## src/rtl/usb_bus_arbiter.sv

```systemverilog
// Half-duplex USB line arbiter: tracks receive activity and end-of-packet, then
// hands the bus to the local transmitter after a full J-state turnaround.
module usb_bus_arbiter #(
  parameter int unsigned TURN_CYCLES    = 8,
  parameter int unsigned RELEASE_CYCLES = 4,
  parameter int unsigned TX_TIMEOUT     = 64,
  parameter int unsigned EOP_SE0_MIN    = 6
) (
  input  logic       clk,
  input  logic       n_rst,
  input  logic       d_plus_in,
  input  logic       d_minus_in,
  input  logic       tx_request,
  input  logic       tx_busy,
  output logic       tx_grant,
  output logic       bus_oe,
  output logic       rx_enable,
  output logic       tx_timeout,
  output logic [2:0] bus_state
);

  typedef enum logic [2:0] {
    IDLE       = 3'd0,
    RX_ACTIVE  = 3'd1,
    RX_EOP     = 3'd2,
    TURNAROUND = 3'd3,
    TX_ACTIVE  = 3'd4,
    TX_RELEASE = 3'd5
  } state_t;

  localparam logic [8:0] TURN_LIM = 9'(TURN_CYCLES);
  localparam logic [8:0] REL_LIM  = 9'(RELEASE_CYCLES);
  localparam logic [8:0] TMO_LIM  = 9'(TX_TIMEOUT);
  localparam logic [7:0] EOP_LIM  = 8'(EOP_SE0_MIN);

  state_t     state, state_next;
  logic [7:0] cnt, cnt_next;
  logic [8:0] cnt_inc;
  logic       seen_busy, seen_busy_next;
  logic       timeout_q, timeout_next;
  logic       line_j, line_se0;

  assign line_j   = d_plus_in & ~d_minus_in;
  assign line_se0 = ~d_plus_in & ~d_minus_in;
  assign cnt_inc  = {1'b0, cnt} + 9'd1;

  always_ff @(posedge clk or negedge n_rst) begin
    if (!n_rst) begin
      state     <= IDLE;
      cnt       <= '0;
      seen_busy <= 1'b0;
      timeout_q <= 1'b0;
    end else begin
      state     <= state_next;
      cnt       <= cnt_next;
      seen_busy <= seen_busy_next;
      timeout_q <= timeout_next;
    end
  end

  // Counter is shared between states; every transition sets its entry value.
  always_comb begin
    state_next     = state;
    cnt_next       = cnt;
    seen_busy_next = seen_busy;
    timeout_next   = 1'b0;
    case (state)
      IDLE: begin
        cnt_next       = '0;
        seen_busy_next = 1'b0;
        if (!line_j)         state_next = RX_ACTIVE;
        else if (tx_request) state_next = TURNAROUND;
      end
      RX_ACTIVE: begin
        cnt_next = '0;
        if (line_se0) begin
          state_next = RX_EOP;
          cnt_next   = 8'd1;
        end
      end
      RX_EOP: begin
        if (line_se0) begin
          if (cnt != 8'hFF) cnt_next = cnt_inc[7:0];
        end else begin
          cnt_next   = '0;
          state_next = (line_j && cnt >= EOP_LIM) ? IDLE : RX_ACTIVE;
        end
      end
      TURNAROUND: begin
        if (!line_j) begin
          state_next = RX_ACTIVE;
          cnt_next   = '0;
        end else if (!tx_request) begin
          state_next = IDLE;
          cnt_next   = '0;
        end else if (cnt_inc >= TURN_LIM) begin
          state_next     = TX_ACTIVE;
          cnt_next       = '0;
          seen_busy_next = 1'b0;
        end else begin
          cnt_next = cnt_inc[7:0];
        end
      end
      TX_ACTIVE: begin
        // Line samples are our own drive here, so only tx_busy matters.
        if (tx_busy) begin
          seen_busy_next = 1'b1;
        end else if (seen_busy) begin
          state_next     = TX_RELEASE;
          cnt_next       = '0;
          seen_busy_next = 1'b0;
        end else if (cnt_inc >= TMO_LIM) begin
          state_next   = TX_RELEASE;
          cnt_next     = '0;
          timeout_next = 1'b1;
        end else begin
          cnt_next = cnt_inc[7:0];
        end
      end
      TX_RELEASE: begin
        if (cnt_inc >= REL_LIM) begin
          state_next = IDLE;
          cnt_next   = '0;
        end else begin
          cnt_next = cnt_inc[7:0];
        end
      end
      default: begin
        state_next     = IDLE;
        cnt_next       = '0;
        seen_busy_next = 1'b0;
      end
    endcase
  end

  always_comb begin
    tx_grant   = 1'b0;
    bus_oe     = 1'b0;
    rx_enable  = 1'b0;
    case (state)
      IDLE, RX_ACTIVE, RX_EOP, TURNAROUND: rx_enable = 1'b1;
      TX_ACTIVE: begin
        tx_grant = 1'b1;
        bus_oe   = 1'b1;
      end
      TX_RELEASE: bus_oe = 1'b1;
      default: ;
    endcase
    bus_state  = state;
    tx_timeout = timeout_q;
  end

endmodule

```

## config.mk

```make
export PLATFORM = sky130hd
export DESIGN_NAME = usb_bus_arbiter
export DESIGN_NICKNAME = d
export VERILOG_FILES = /design/src/rtl/usb_bus_arbiter.sv
export SDC_FILE = /design/constraint.sdc
export NUM_CORES = 1
export LEC_CHECK = 0
export ABC_AREA = 1
export CELL_PAD_IN_SITES_DETAIL_PLACEMENT = 1
export CELL_PAD_IN_SITES_GLOBAL_PLACEMENT = 1
export CORE_MARGIN = 2
export CORE_UTILIZATION = 39
export DETAILED_ROUTE_END_ITERATION = 6
export DONT_BUFFER_PORTS = 1
export PLACE_DENSITY = 0.72
export SLEW_MARGIN = 30
export SYNTH_ARGS = -nofsm -noshare
export SYNTH_HDL_FRONTEND = slang
export SYNTH_SLANG_ARGS = --single-unit
```

## constraint.sdc

```tcl
create_clock -name clk -period 1.6 [get_ports clk]
set_clock_uncertainty 0.05 [all_clocks]
set_input_delay 0.32 -clock clk [delete_from_list [all_inputs] [get_ports clk]]
set_output_delay 0.32 -clock clk [all_outputs]
set_load 0.05 [all_outputs]
```

==> results of run 1 <==
[kinds of logic after synthesis]
kind of cell               share of synthesized area (%)
adders and majority gates                           5.96
buffers and inverters                               8.22
AOI/OAI and AO/OA                                   10.6
DFF                                                 31.0
and+or+nand+nor                                     44.2
[per-stage QoR]
stage	worst slack [ps]	instances	setup TNS [ps]	hold slack [ps]
3_3_place_gp	-281	220	-2050	-25.2
4_1_cts	-211	235	-2130	31.9
3_5_place_dp	-374	220	-3190	-25.3
2_1_floorplan	-276	155	-1830	-25.6
[repair_timing]
item | CTS
gates resized for setup | 49
endpoints found under the hold margin | 13
pin swaps | 18
endpoints found under the setup margin | 15
buffers inserted | 10
hold buffers | 1
==> summary.md, run 1 <==
| Metric | Value |
|---|---|
| Root buffer cell | `clkbuf_4` |
| Exit stage | `5_1_grt` |
| Total clock sinks | `13` |
| Number of synthesized flops with an enable pin | `0` |
| Status | `did not finish` |
| Top cells by instance count after synthesis | `52 x nand2_1, 18 x inv_1, 14 x nor2_1, 13 x dfrtp_1, 13 x nand3_1` |
| Vert. Die Dim | `55.9 um` |
| FFs w/ async S/R, synth | `100%` |
| Register area share after synthesis | `31.0%` |
| Share of the synthesized area in the top cell type | `31.0%` |
| Yosys top cell by area | `dfrtp_1` |
| H-tree Lvls | `1` |
| Io pins | `13` |
| Post-DP Area | `1400 sq um` |
| Worst endpoint, post-GRT repair | `bus_state[0]$_DFFE_PN0P_/D` |
| Starting Density | `41.6%` |
| Largest net degree at the start of global routing | `14` |
| Post-synthesis cell count | `155` |
| Top-count cell post-synth | `nand2_1` |
| Syn_nets | `166` |
| Netlist cell types | `28` |
| Port bufs | `0` |
| Number of synthesis warnings | `0` |
| Maximum root-to-sink buffer count | `2` |
| Dominant synthesized flop cell | `dfrtp_1` |
| Mapped Area | `1050 sq um` |
| FP Rows | `18` |
| Top cells by area, synth | `dfrtp_1 31%, nand2_1 19%, inv_1 6.4%` |
| Antenna violations before repair | `0` |
| Die X | `55.9 um` |
| Total CTS buffers | `3` |
| Post-DP HPWL | `2.94 mm` |
| Avg Synthesized Cell Area | `6.77 sq um` |
| Synthesized flop and latch total | `13` |
| GPL Wtd Cong | `0.959` |
| Worst EP kind | `sequential cell input` |
| First error | `[ERROR DPL-0033] detailed placement checks failed during check placement.` |
==> inputs of run 2 (changes only) <==
==> config.mk (replaced) <==
export PLATFORM = sky130hd
export DESIGN_NAME = usb_bus_arbiter
export DESIGN_NICKNAME = d
export VERILOG_FILES = /design/src/rtl/usb_bus_arbiter.sv
export SDC_FILE = /design/constraint.sdc
export NUM_CORES = 1
export LEC_CHECK = 0
export ABC_AREA = 1
export CORE_AREA = 2 2 63 65
export DETAILED_ROUTE_END_ITERATION = 6
export DIE_AREA = 0 0 65 67
export DONT_BUFFER_PORTS = 1
export PLACE_DENSITY_LB_ADDON = 0.15
export SLEW_MARGIN = 30
export SYNTH_ARGS = -nofsm -noshare
export SYNTH_HDL_FRONTEND = slang
export SYNTH_SLANG_ARGS = --single-unit
==> constraint.sdc (replaced) <==
create_clock -name clk -period 2.08 [get_ports clk]
set_clock_uncertainty 0.05 [all_clocks]
set_input_delay 0.416 -clock clk [delete_from_list [all_inputs] [get_ports clk]]
set_output_delay 0.416 -clock clk [all_outputs]
set_load 0.05 [all_outputs]
==> run 2 against run 1 <==
  * The flow now finishes without violations
  * Synthesized area stayed put
  * Synthesized cell count is the same
==> summary.md, run 2 <==
| Metric | Value |
|---|---|
| Status | `finished, final reports clean (was did not finish)` |
| Fin crit period | `1920 ps` |
| Final worst-path cycle share | `92.1%` |
| Kind of cell adding the most delay to the critical path | `simple AND/OR/NAND/NOR gates` |
| Netlist cell types | `28 (unchanged)` |
| Worst-Margin Slew | `640 ps` |
| CORE AREA | `3610 sq um` |
| Share of the synthesized area in the top cell type | `31.0% (unchanged)` |
| Critical Path, Cell by Cell | `buf_4 > ha_1 > or2_2` |
| Clock share of power | `20.3%` |
| Crit-path max FO | `4` |
| Pins over their slew limit | `0` |
| First-pass detailed-route iteration total | `4` |
| Vias/cell | `4.79` |
| Slowest cell on crit path | `or2_2` |
| Via count | `1010` |
| Final setup vio count | `0` |
| Clk slew on worst S/H paths | `60 ps` |
| Port bufs | `0 (unchanged)` |
| Clock Latency Late Sink | `250 ps` |
| Antenna violations before repair | `0` |
| Switch share | `49.0%` |
| Worst Path Arrival | `1450 ps` |
| Net switching power | `0.579 mW` |
| Post-layout power | `1.18 mW` |
| Mapped Area | `1050 sq um (unchanged)` |
| # diodes | `0` |
| Avg Synthesized Cell Area | `6.77 sq um (unchanged)` |
| Internal power | `0.604 mW` |
| Max Freq | `0.522 GHz` |
| Register bank with the most flops | `cnt` |
| Syn_nets | `166 (unchanged)` |
| Number of synthesized flops with an enable pin | `0 (unchanged)` |
| TritonCTS clock tree | `yes` |
| Combinational share of power | `51.9%` |
| Post-Place Cells | `206 (was 220)` |
| GPL Wtd Cong | `0.823 (was 0.959)` |
| RSZ-0062 raised after global routing | `false` |
| Post-route insts no fill | `211` |
| Leak | `0.611 nW` |
| Total clock sinks | `13 (unchanged)` |
| HP Class | `in2reg` |
| Root buffer cell | `clkbuf_8 (was clkbuf_4)` |
| Seq pwr share | `27.8%` |
| Dominant synthesized flop cell | `dfrtp_1 (unchanged)` |
| Slew headroom | `57.2%` |
| Starting Density | `29.1% (was 41.6%)` |
| Max incr delay on CP | `400 ps` |
| Fin. Hold Viols | `0` |
| Io pins | `13 (unchanged)` |
| VDD IR max | `0.000188 V` |
| Total CTS buffers | `3 (unchanged)` |
| Layout cells sized above 1 | `17.8%` |
| Vert. Die Dim | `67 um (was 55.9 um)` |
| Top cells by instance count after synthesis | `52 x nand2_1, 18 x inv_1, 14 x nor2_1, 13 x dfrtp_1, 13 x nand3_1 (unchanged)` |
| CP Capture Type | `output pin` |
| CP Buf/Inv Count | `1` |
| Top cells by area, synth | `dfrtp_1 31%, nand2_1 19%, inv_1 6.4% (unchanged)` |
| Pwr/cell area | `995 nW/um^2` |
| Vias in the first global route | `985` |
| Overall global routing resource usage | `14.2%` |
| DRC violations left | `0` |
| First-pass GRT wire length | `4.64 mm` |
| Initial DRC count | `73` |
| Post-route antenna net violation count | `0` |
| Startpoint Class | `flop` |
| Register area share after synthesis | `31.0% (unchanged)` |
| Die X | `65 um (was 55.9 um)` |
| Crit path kind | `reg2out` |
| Nets | `175` |
| Drt total wl | `2.70 mm` |
| H-tree Lvls | `1 (unchanged)` |
| FP Rows | `22 (was 18)` |
| Max Cap Violations | `0` |
| FFs w/ async S/R, synth | `100% (unchanged)` |
| Routed WL per cell | `12.8 um` |
| Largest register FFs | `8` |
| Synthesized flop and latch total | `13 (unchanged)` |
| Area Overhead vs Synth | `13.2%` |
| Number of synthesis warnings | `0 (unchanged)` |
| Largest net degree at the start of global routing | `14` |
| Die Area | `4360 sq um` |
| Maximum root-to-sink buffer count | `2 (unchanged)` |
| Post-DP HPWL | `2.23 mm (was 2.94 mm)` |
| Global route overflow | `0` |
| Most common cell after layout, fill and taps aside | `nand2_1` |
| Post-synthesis cell count | `155 (unchanged)` |
| Top-count cell post-synth | `nand2_1 (unchanged)` |
| CP required | `1610 ps` |
| Most frequent cells in the layout | `52 x nand2_1, 18 x inv_1, 14 x nor2_1` |
| Yosys top cell by area | `dfrtp_1 (unchanged)` |
==> run 2: cell counts after synthesis <==
No cell type changed its count.
==> run 2: worst register-to-register path: stages (launching register included) <==
cell     delay, ps
dfrtp_1        420
ha_1           210
nand2_1        140
inv_2           70
nand2_1         80
nand2_1         50
nand2_1         90
nand2_1         90
nor2_4         120
nand3_2        110
nand3_2        120
inv_2           70
nand3_1         60
nand3_1         80
==> run 2: power by group through the flow <==
stage                     combinational, mW  sequential [mW]  clock (mW)
after global placement                0.619            0.334           0
after floorplan                       0.404            0.406           0
after global routing                  0.690            0.336       0.262
after CTS                             0.617            0.329       0.249
final                                 0.613            0.329       0.240
after detailed placement              0.610            0.333           0
==> run 2: through the flow <==
stage / setup WS (ps) / hold slack (ps) / utilization (%) / instance area [sq um] / TNS [ps]
5_1_grt: 13.6 / 192 / 33.0 / 1190 / 0
3_3_place_gp: 131 / 70.9 / 31.4 / 1130 / 0
2_1_floorplan: -4.69 / 70.4 / - / 1050 / -6.84
3_5_place_dp: 139 / 71.1 / 31.4 / 1130 / 0
6_report: 164 / 194 / 33.0 / 1190 / 0
4_1_cts: 125 / 187 / 33.0 / 1190 / 0
==> run 2: layout make-up <==
class / count / area (sq um)
Multi-Input combinational cell: 120 / 638
Tap cell: 48 / 60.1
Inverter: 21 / 78.8
Clock buffer: 4 / 45.0
Timing Repair Buffer: 5 / 40.0
Fill cell: 404 / 2420
Sequential cell: 13 / 327
==> run 2: logic make-up after synthesis <==
group	count (synthesis)	share of synthesized area, %
AO/OA/AOI/OAI	16	10.6
adder cells (fa/ha/maj)	5	5.96
buffers and inverters	22	8.22
flip-flops	13	31.0
AND/OR/NAND/NOR	99	44.2
==> run 2: path summary, 6_finish.rpt <==
| kind | from | to | slack, ps | depth (start not counted) |
|---|---|---|---|---|
| max in group asynchronous | n_rst | bus_state[2] | 950 | 1 |
| min in group asynchronous | n_rst | cnt[5] | 580 | 1 |
| hold reg to reg | seen_busy | tx_timeout | 430 | 1 |
| hold / removal | tx_busy | tx_timeout | 190 | 1 |
| setup / recovery | bus_state[1] | rx_enable | 160 | 3 |
| setup reg to reg | cnt[1] | bus_state[1] | 200 | 13 |
==> run 2: routing by layer <==
metal | up-vias | GRT usage, % | part of all wire [%]
li1 | 513 | - | -
met2 | 29 | 23.7 | 47
met5 | - | 0 | 0
met3 | 4 | 2.53 | 5.5
met4 | 0 | 4.79 | 1.0
met1 | 464 | 18.4 | 47
==> run 2: what timing repair did <==
action,CTS,global route
hold buffers,1,0
gates resized for setup,0,1
hold endpoints to repair,13,0
setup buffers,0,0
endpoints found under the setup margin,0,5
Note: power is estimated with default switching activity, not from simulation.
==> inputs of run 3 (changes only) <==
--- a/config.mk
+++ b/config.mk
@@ -6,10 +6,10 @@
 export NUM_CORES = 1
 export LEC_CHECK = 0
 export ABC_AREA = 1
+export BUFFER_PORTS_ARGS = -buffer_cell sky130_fd_sc_hd__buf_2
 export CORE_AREA = 2 2 63 65
 export DETAILED_ROUTE_END_ITERATION = 6
 export DIE_AREA = 0 0 65 67
-export DONT_BUFFER_PORTS = 1
 export PLACE_DENSITY_LB_ADDON = 0.15
 export SLEW_MARGIN = 30
 export SYNTH_ARGS = -nofsm -noshare
==> run 3 against run 2 <==
  * Routed wire length rose by 2.7%
  * The run now ends with negative hold slack left
  * Count of clock-buffer cells in the layout is the same
  * Critical endpoint unchanged
  * Largest cell class unchanged
  * Utilization up 0.94 points
==> summary.md, run 3 (synthesized netlist as in run 2, its figures left out) <==
| Metric | Value |
|---|---|
| Status | `finished with violations (was finished, final reports clean)` |
| Failing checks | `negative hold slack` |
| Post-CTS Setup Bufs | `0 (unchanged)` |
| Via count | `1046 (was 1010)` |
| Clk slew on worst S/H paths | `70 ps (was 60 ps)` |
| Overall global routing resource usage | `14.5% (was 14.2%)` |
| Maximum root-to-sink buffer count | `2 (unchanged)` |
| First-pass detailed-route iteration total | `6 (was 4)` |
| DRC violations left | `0 (unchanged)` |
| Total CTS buffers | `3 (unchanged)` |
| H-tree Lvls | `1 (unchanged)` |
| Multi-input gate area | `651 sq um (was 638 sq um)` |
| Antenna violations before repair | `0 (unchanged)` |
| Most common cell after layout, fill and taps aside | `nand2_1 (unchanged)` |
| Vert. Die Dim | `67 um (unchanged)` |
| Largest register FFs | `8 (unchanged)` |
| CP required | `1610 ps (about the same)` |
| HP Class | `in2async (was in2reg)` |
| Worst Path Arrival | `1530 ps (was 1450 ps)` |
| Pins over their slew limit | `0 (unchanged)` |
| Routed WL per cell | `12.7 um (was 12.8 um)` |
| Post-cts resize count | `0 (unchanged)` |
| Pwr/cell area | `971 nW/um^2 (was 995 nW/um^2)` |
| Area Overhead vs Synth | `16.4% (was 13.2%)` |
| Worst-Margin Slew | `383 ps (was 640 ps)` |
| Slew headroom | `74.4% (was 57.2%)` |
| Final setup vio count | `0 (unchanged)` |
| Layout cells sized above 1 | `23.5% (was 17.8%)` |
| Max incr delay on CP | `470 ps (was 400 ps)` |
| Fin. Hold Viols | `4 (was 0)` |
| FP Rows | `22 (unchanged)` |
| Seq pwr share | `28.6% (was 27.8%)` |
| Vias in the first global route | `1028 (was 985)` |
| Clock share of power | `20.7% (was 20.3%)` |
| Nets | `182 (was 175)` |
| Internal power | `0.601 mW (was 0.604 mW)` |
| Register bank with the most flops | `cnt (unchanged)` |
| Switch share | `49.3% (was 49.0%)` |
| Fin crit period | `2000 ps (was 1920 ps)` |
| Drt total wl | `2.77 mm (was 2.70 mm)` |
| Total clock sinks | `13 (unchanged)` |
| Leak | `0.641 nW (was 0.611 nW)` |
| # diodes | `0 (unchanged)` |
| Die Area | `4360 sq um (unchanged)` |
| Slowest cell on crit path | `dfrtp_2 (was or2_2)` |
| Largest net degree at the start of global routing | `14 (unchanged)` |
| Post-Place Cells | `214 (was 206)` |
| Root buffer cell | `clkbuf_8 (unchanged)` |
| Fill cells | `403 (was 404)` |
| Global route overflow | `0 (unchanged)` |
| Die X | `65 um (unchanged)` |
| Net switching power | `0.585 mW (was 0.579 mW)` |
| Combinational share of power | `50.7% (was 51.9%)` |
| GPL Wtd Cong | `0.849 (was 0.823)` |
| Max Freq | `0.500 GHz (was 0.522 GHz)` |
| CORE AREA | `3610 sq um (unchanged)` |
| Clock Latency Late Sink | `250 ps (about the same)` |
| Final worst-path cycle share | `96.1% (was 92.1%)` |
| Startpoint Class | `flop (unchanged)` |
| Post-route insts no fill | `218 (was 211)` |
| Post-DP HPWL | `2.24 mm (was 2.23 mm)` |
| Port bufs | `12 (was 0)` |
| Critical Path, Cell by Cell | `inv_1 > ha_1 > or2_2 > buf_2 (was buf_4 > ha_1 > or2_2)` |
| Starting Density | `29.1% (unchanged)` |
| Crit path kind | `reg2out (unchanged)` |
| Register area | `328 sq um (was 327 sq um)` |
| Post-route antenna net violation count | `0 (unchanged)` |
| Initial DRC count | `86 (was 73)` |
| Hold buffer count at cts | `0 (was 1)` |
| Crit-path max FO | `10 (was 4)` |
| Hold slack | `-0.728 ps (was 194 ps)` |
| First-pass GRT wire length | `4.73 mm (was 4.64 mm)` |
| Worst reg2reg setup slack | `220 ps (was 200 ps)` |
| VDD IR max | `0.000217 V (was 0.000188 V)` |
| Most frequent cells in the layout | `50 x nand2_1, 18 x inv_1, 14 x nor2_1 (was 52 x nand2_1, 18 x inv_1, 14 x nor2_1)` |
| Io pins | `13 (unchanged)` |
| Max Cap Violations | `0 (unchanged)` |
| Vias/cell | `4.80 (was 4.79)` |
| CP Capture Type | `output pin (unchanged)` |
| TritonCTS clock tree | `yes (unchanged)` |
| RSZ-0062 raised after global routing | `false (unchanged)` |
==> run 3: cell types whose count changed in the layout (fill, tap and decap cells not counted), sizes merged <==
cell / change
dlygate4sd3: -1
buf: +8
==> run 3: worst paths after layout <==
path | from | to | cells past startpoint
min in group clk | tx_busy | tx_timeout | 2
max in group asynchronous | n_rst | bus_state[1] | 1
min reg2reg | seen_busy | tx_timeout | 1
max | bus_state[2] | rx_enable | 4
min | n_rst | cnt[1] | 1
max reg2reg | cnt[1] | bus_state[1] | 13
==> run 3: layer usage <==
metal	routed length, um	share of wire [%]	global-route usage [%]
met1	1290	46	18.2
met2	1320	47	24.6
met3	121	4.4	2.03
met4	48	1.7	6.38
met5	0	0	0
==> run 3: power by group through the flow <==
stage	clock, mW	sequential (mW)	combinational [mW]
after floorplan	0	0.406	0.404
after global placement	0	0.342	0.612
after detailed placement	0	0.343	0.603
after CTS	0.248	0.338	0.604
after global routing	0.270	0.349	0.673
final	0.245	0.340	0.601
==> run 3: final cells by class <==
type / count / area share [%]
well taps: 48 / 4.91
flip-flops and latches: 13 / 26.8
clock buffers: 4 / 3.68
multi-input cells: 120 / 53.2
inverters: 21 / 6.45
repair buffers: 12 / 4.91
==> run 3: through the flow <==
stage	total power, mW	util (%)	worst slack [ps]	area, sq um	TNS, ps
floorplan	0.810	-	-4.69	1050	-6.84
global placement	0.954	32.3	115	1160	0
detailed placement	0.946	32.3	117	1160	0
CTS	1.19	33.5	74.1	1210	0
global route	1.29	33.9	0.756	1220	0
finish	1.19	33.9	81.4	1220	0
==> run 3: critical path: cells and delay by family (launching register included) <==
kind | cells | cell delay, ps
flops | 1 | 470
fa+ha+maj | 1 | 190
simple gates | 1 | 280
buf+inv | 2 | 340
==> inputs of run 4 (changes only) <==
--- a/config.mk
+++ b/config.mk
@@ -5,7 +5,6 @@
 export SDC_FILE = /design/constraint.sdc
 export NUM_CORES = 1
 export LEC_CHECK = 0
-export ABC_AREA = 1
 export BUFFER_PORTS_ARGS = -buffer_cell sky130_fd_sc_hd__buf_2
 export CORE_AREA = 2 2 63 65
 export DETAILED_ROUTE_END_ITERATION = 6
==> run 4 against run 3 <==
  * The run now ends clean
  * Combinational power is 100% higher
  * Highest routed layer unchanged
  * Cell count fell by 7.3%
  * Count of clock-buffer cells in the layout is the same
  * Hold slack better by 4.6 ps
  * Via count shrank 2.1%
  * Clock power down 4%
  * Non-clock buffer count up 19
  * Largest cell class unchanged
  * Synthesized area unchanged
  * Synthesized cell count decreased by 20%
  * Maximum frequency is 1.4% lower
  * Sequential power increased by 5.9%
  * Critical path type unchanged
==> summary.md, run 4 <==
| Metric | Value |
|---|---|
| Most common cell after layout, fill and taps aside | `buf_4 (was nand2_1)` |
| Synthesized flop and latch total | `13 (unchanged)` |
| Fill cells | `382 (was 403)` |
| Antenna violations before repair | `0 (unchanged)` |
| Top cells by area, synth | `dfrtp_1 31%, nand2_1 6.4%, ha_1 6.0% (was dfrtp_1 31%, nand2_1 19%, inv_1 6.4%)` |
| Worst Path Arrival | `1560 ps (was 1530 ps)` |
| Largest register FFs | `8 (unchanged)` |
| Pwr/cell area | `1280 nW/um^2 (was 971 nW/um^2)` |
| Overall global routing resource usage | `12.9% (was 14.5%)` |
| H-tree Lvls | `1 (unchanged)` |
| Final WS setup | `53.2 ps (was 81.4 ps)` |
| HP Class | `in2async (unchanged)` |
| CP required | `1610 ps (about the same)` |
| Maximum root-to-sink buffer count | `2 (unchanged)` |
| Routed WL per cell | `13.6 um (was 12.7 um)` |
| Top cells by instance count after synthesis | `18 x nand2_1, 13 x dfrtp_1, 9 x nand3_1, 9 x nor3_1, 8 x nor2_1 (was 52 x nand2_1, 18 x inv_1, 14 x nor2_1, 13 x dfrtp_1, 13 x nand3_1)` |
| Mapped Area | `1050 sq um (unchanged)` |
| Final Cell Area | `1420 sq um (was 1220 sq um)` |
| First-pass detailed-route iteration total | `4 (was 6)` |
| CORE AREA | `3610 sq um (unchanged)` |
| Avg Synthesized Cell Area | `8.47 sq um (was 6.77 sq um)` |
| First-pass GRT wire length | `4.22 mm (was 4.73 mm)` |
| Vias/cell | `5.07 (was 4.80)` |
| Global route overflow | `0 (unchanged)` |
| Crit-path max FO | `7 (was 10)` |
| Slowest cell on crit path | `dfrtp_2 (unchanged)` |
| Critical Path, Cell by Cell | `clkinvlp_4 > ha_1 > or2_2 > buf_4 (was inv_1 > ha_1 > or2_2 > buf_2)` |
| Max Cap Violations | `0 (unchanged)` |
| Initial DRC count | `42 (was 86)` |
| Max Freq | `0.493 GHz (was 0.500 GHz)` |
| Number of synthesized flops with an enable pin | `0 (unchanged)` |
| Post-DP HPWL | `2.08 mm (was 2.24 mm)` |
| DRC violations left | `0 (unchanged)` |
| Via count | `1024 (was 1046)` |
| Starting Density | `29.1% (unchanged)` |
| TritonCTS clock tree | `yes (unchanged)` |
| Number of synthesis warnings | `0 (unchanged)` |
| # diodes | `0 (unchanged)` |
| Reg2reg start | `cnt[5] (was cnt[1])` |
| FP Rows | `22 (unchanged)` |
| Die X | `65 um (unchanged)` |
| Drt total wl | `2.75 mm (was 2.77 mm)` |
| Netlist cell types | `39 (was 28)` |
| Die Area | `4360 sq um (unchanged)` |
| Layout cells sized above 1 | `39.0% (was 23.5%)` |
| Root buffer cell | `clkbuf_8 (unchanged)` |
| Clock Latency Late Sink | `250 ps (about the same)` |
| Yosys top cell by area | `dfrtp_1 (unchanged)` |
| Most frequent cells in the layout | `19 x buf_4, 18 x nand2_1, 11 x buf_2 (was 50 x nand2_1, 18 x inv_1, 14 x nor2_1)` |
| Post-route antenna net violation count | `0 (unchanged)` |
| CP Capture Type | `output pin (unchanged)` |
| Share of the synthesized area in the top cell type | `31.0% (unchanged)` |
| GPL Wtd Cong | `0.864 (was 0.849)` |
| Startpoint Class | `flop (unchanged)` |
| Fin crit period | `2030 ps (was 2000 ps)` |
| Largest net degree at the start of global routing | `16 (was 14)` |
| Total clock sinks | `13 (unchanged)` |
| Setup crit start | `bus_state[2] (unchanged)` |
| Post-synthesis cell count | `124 (was 155)` |
| Leak | `0.626 nW (was 0.641 nW)` |
| Register area share after synthesis | `31.0% (unchanged)` |
| Setup WS pre-CTS | `23.6 ps (was 117 ps)` |
| Clk slew on worst S/H paths | `60 ps (was 70 ps)` |
| Syn_nets | `135 (was 166)` |
| VDD IR max | `0.000432 V (was 0.000217 V)` |
| Nets | `166 (was 182)` |
| Top-count cell post-synth | `nand2_1 (unchanged)` |
| Status | `finished, final reports clean (was finished with violations)` |
| Area Overhead vs Synth | `35.0% (was 16.4%)` |
| Max incr delay on CP | `430 ps (was 470 ps)` |
| Worst-Margin Slew | `438 ps (was 383 ps)` |
| FFs w/ async S/R, synth | `100% (unchanged)` |
| Vias in the first global route | `912 (was 1028)` |
| Crit path kind | `reg2out (unchanged)` |
| Dominant synthesized flop cell | `dfrtp_1 (unchanged)` |
| Port bufs | `12 (unchanged)` |
| Io pins | `13 (unchanged)` |
| Final worst-path cycle share | `97.4% (was 96.1%)` |
| RSZ-0062 raised after global routing | `true (was false)` |
| Pins over their slew limit | `0 (unchanged)` |
| Total CTS buffers | `3 (unchanged)` |
| Fin. Hold Viols | `0 (was 4)` |
| Register bank with the most flops | `cnt (unchanged)` |
| Fin util | `39.3% (was 33.9%)` |
| Slew headroom | `70.5% (was 74.4%)` |
| Post-DP Area | `1270 sq um (was 1160 sq um)` |
| Vert. Die Dim | `67 um (unchanged)` |
| Final setup vio count | `0 (unchanged)` |
-- run 4: layout make-up --
type / count / area, sq um / share of cell area (%)
Multi-Input combinational cell: 99 / 741 / 52.3
Sequential cell: 13 / 329 / 23.2
Timing Repair Buffer: 31 / 213 / 15.0
Tap cell: 48 / 60.1 / 4.24
Clock buffer: 4 / 45.0 / 3.18
Inverter: 7 / 30.0 / 2.12
-- run 4: worst max-delay path, delay by kind of cell (launching register included) --
| kind | cells | cell delay, ps |
|---|---|---|
| AND/OR/NAND/NOR | 1 | 280 |
| buffers and inverters | 2 | 380 |
| flip-flops | 1 | 430 |
| adder cells (fa/ha/maj) | 1 | 220 |
-- run 4: final timing paths --
| check | to | slack [ps] | cells past startpoint |
|---|---|---|---|
| setup / recovery | rx_enable | 50 | 4 |
| hold / removal | bus_state[2] | 4 | 1 |
| setup reg to reg | cnt[0] | 90 | 6 |
| hold reg to reg | seen_busy | 520 | 1 |
| max in group asynchronous | bus_state[0] | 1720 | 1 |
| min in group clk | tx_timeout | 330 | 2 |
-- run 4: where the power goes --
group          total [mW]  switching (mW)  internal, mW
sequential          0.360          0.0495         0.310
combinational        1.21           0.765         0.449
clock               0.236           0.101         0.136
-- run 4: what timing repair did --
item / 4_1_cts / 5_1_grt
setup endpoints to repair: 0 / 8
resized for setup: 0 / 14
hold buffers: 0 / 0
buffers inserted: 0 / 4
-- run 4: per-layer routing --
layer | share of wire, % | wire, um | track usage [%]
met3 | 3.3 | 90 | 1.69
met2 | 46 | 1260 | 19.1
met1 | 50 | 1360 | 18.7
met5 | 0 | 0 | 0
met4 | 1.2 | 34 | 5.59
-- run 4: through the flow --
stage                     hold WS, ps  TNS, ps  instances  total power, mW
after global routing             27.2     -104        202             1.93
after floorplan                  70.4        0        124             1.15
after global placement            284        0        194             1.42
after CTS                        13.7        0        198             1.66
final                            3.90        0        202             1.81
after detailed placement          284        0        194             1.42
-- run 4: kinds of logic (layout without fill, tap and decap cells) --
family	Yosys count	count (layout)	synth area share (%)
compound gates	28	28	19.9
fa+ha+maj	5	5	5.96
flops	13	13	31.0
mux	2	2	2.38
simple gates	64	64	35.8
buf+inv	12	42	5.01
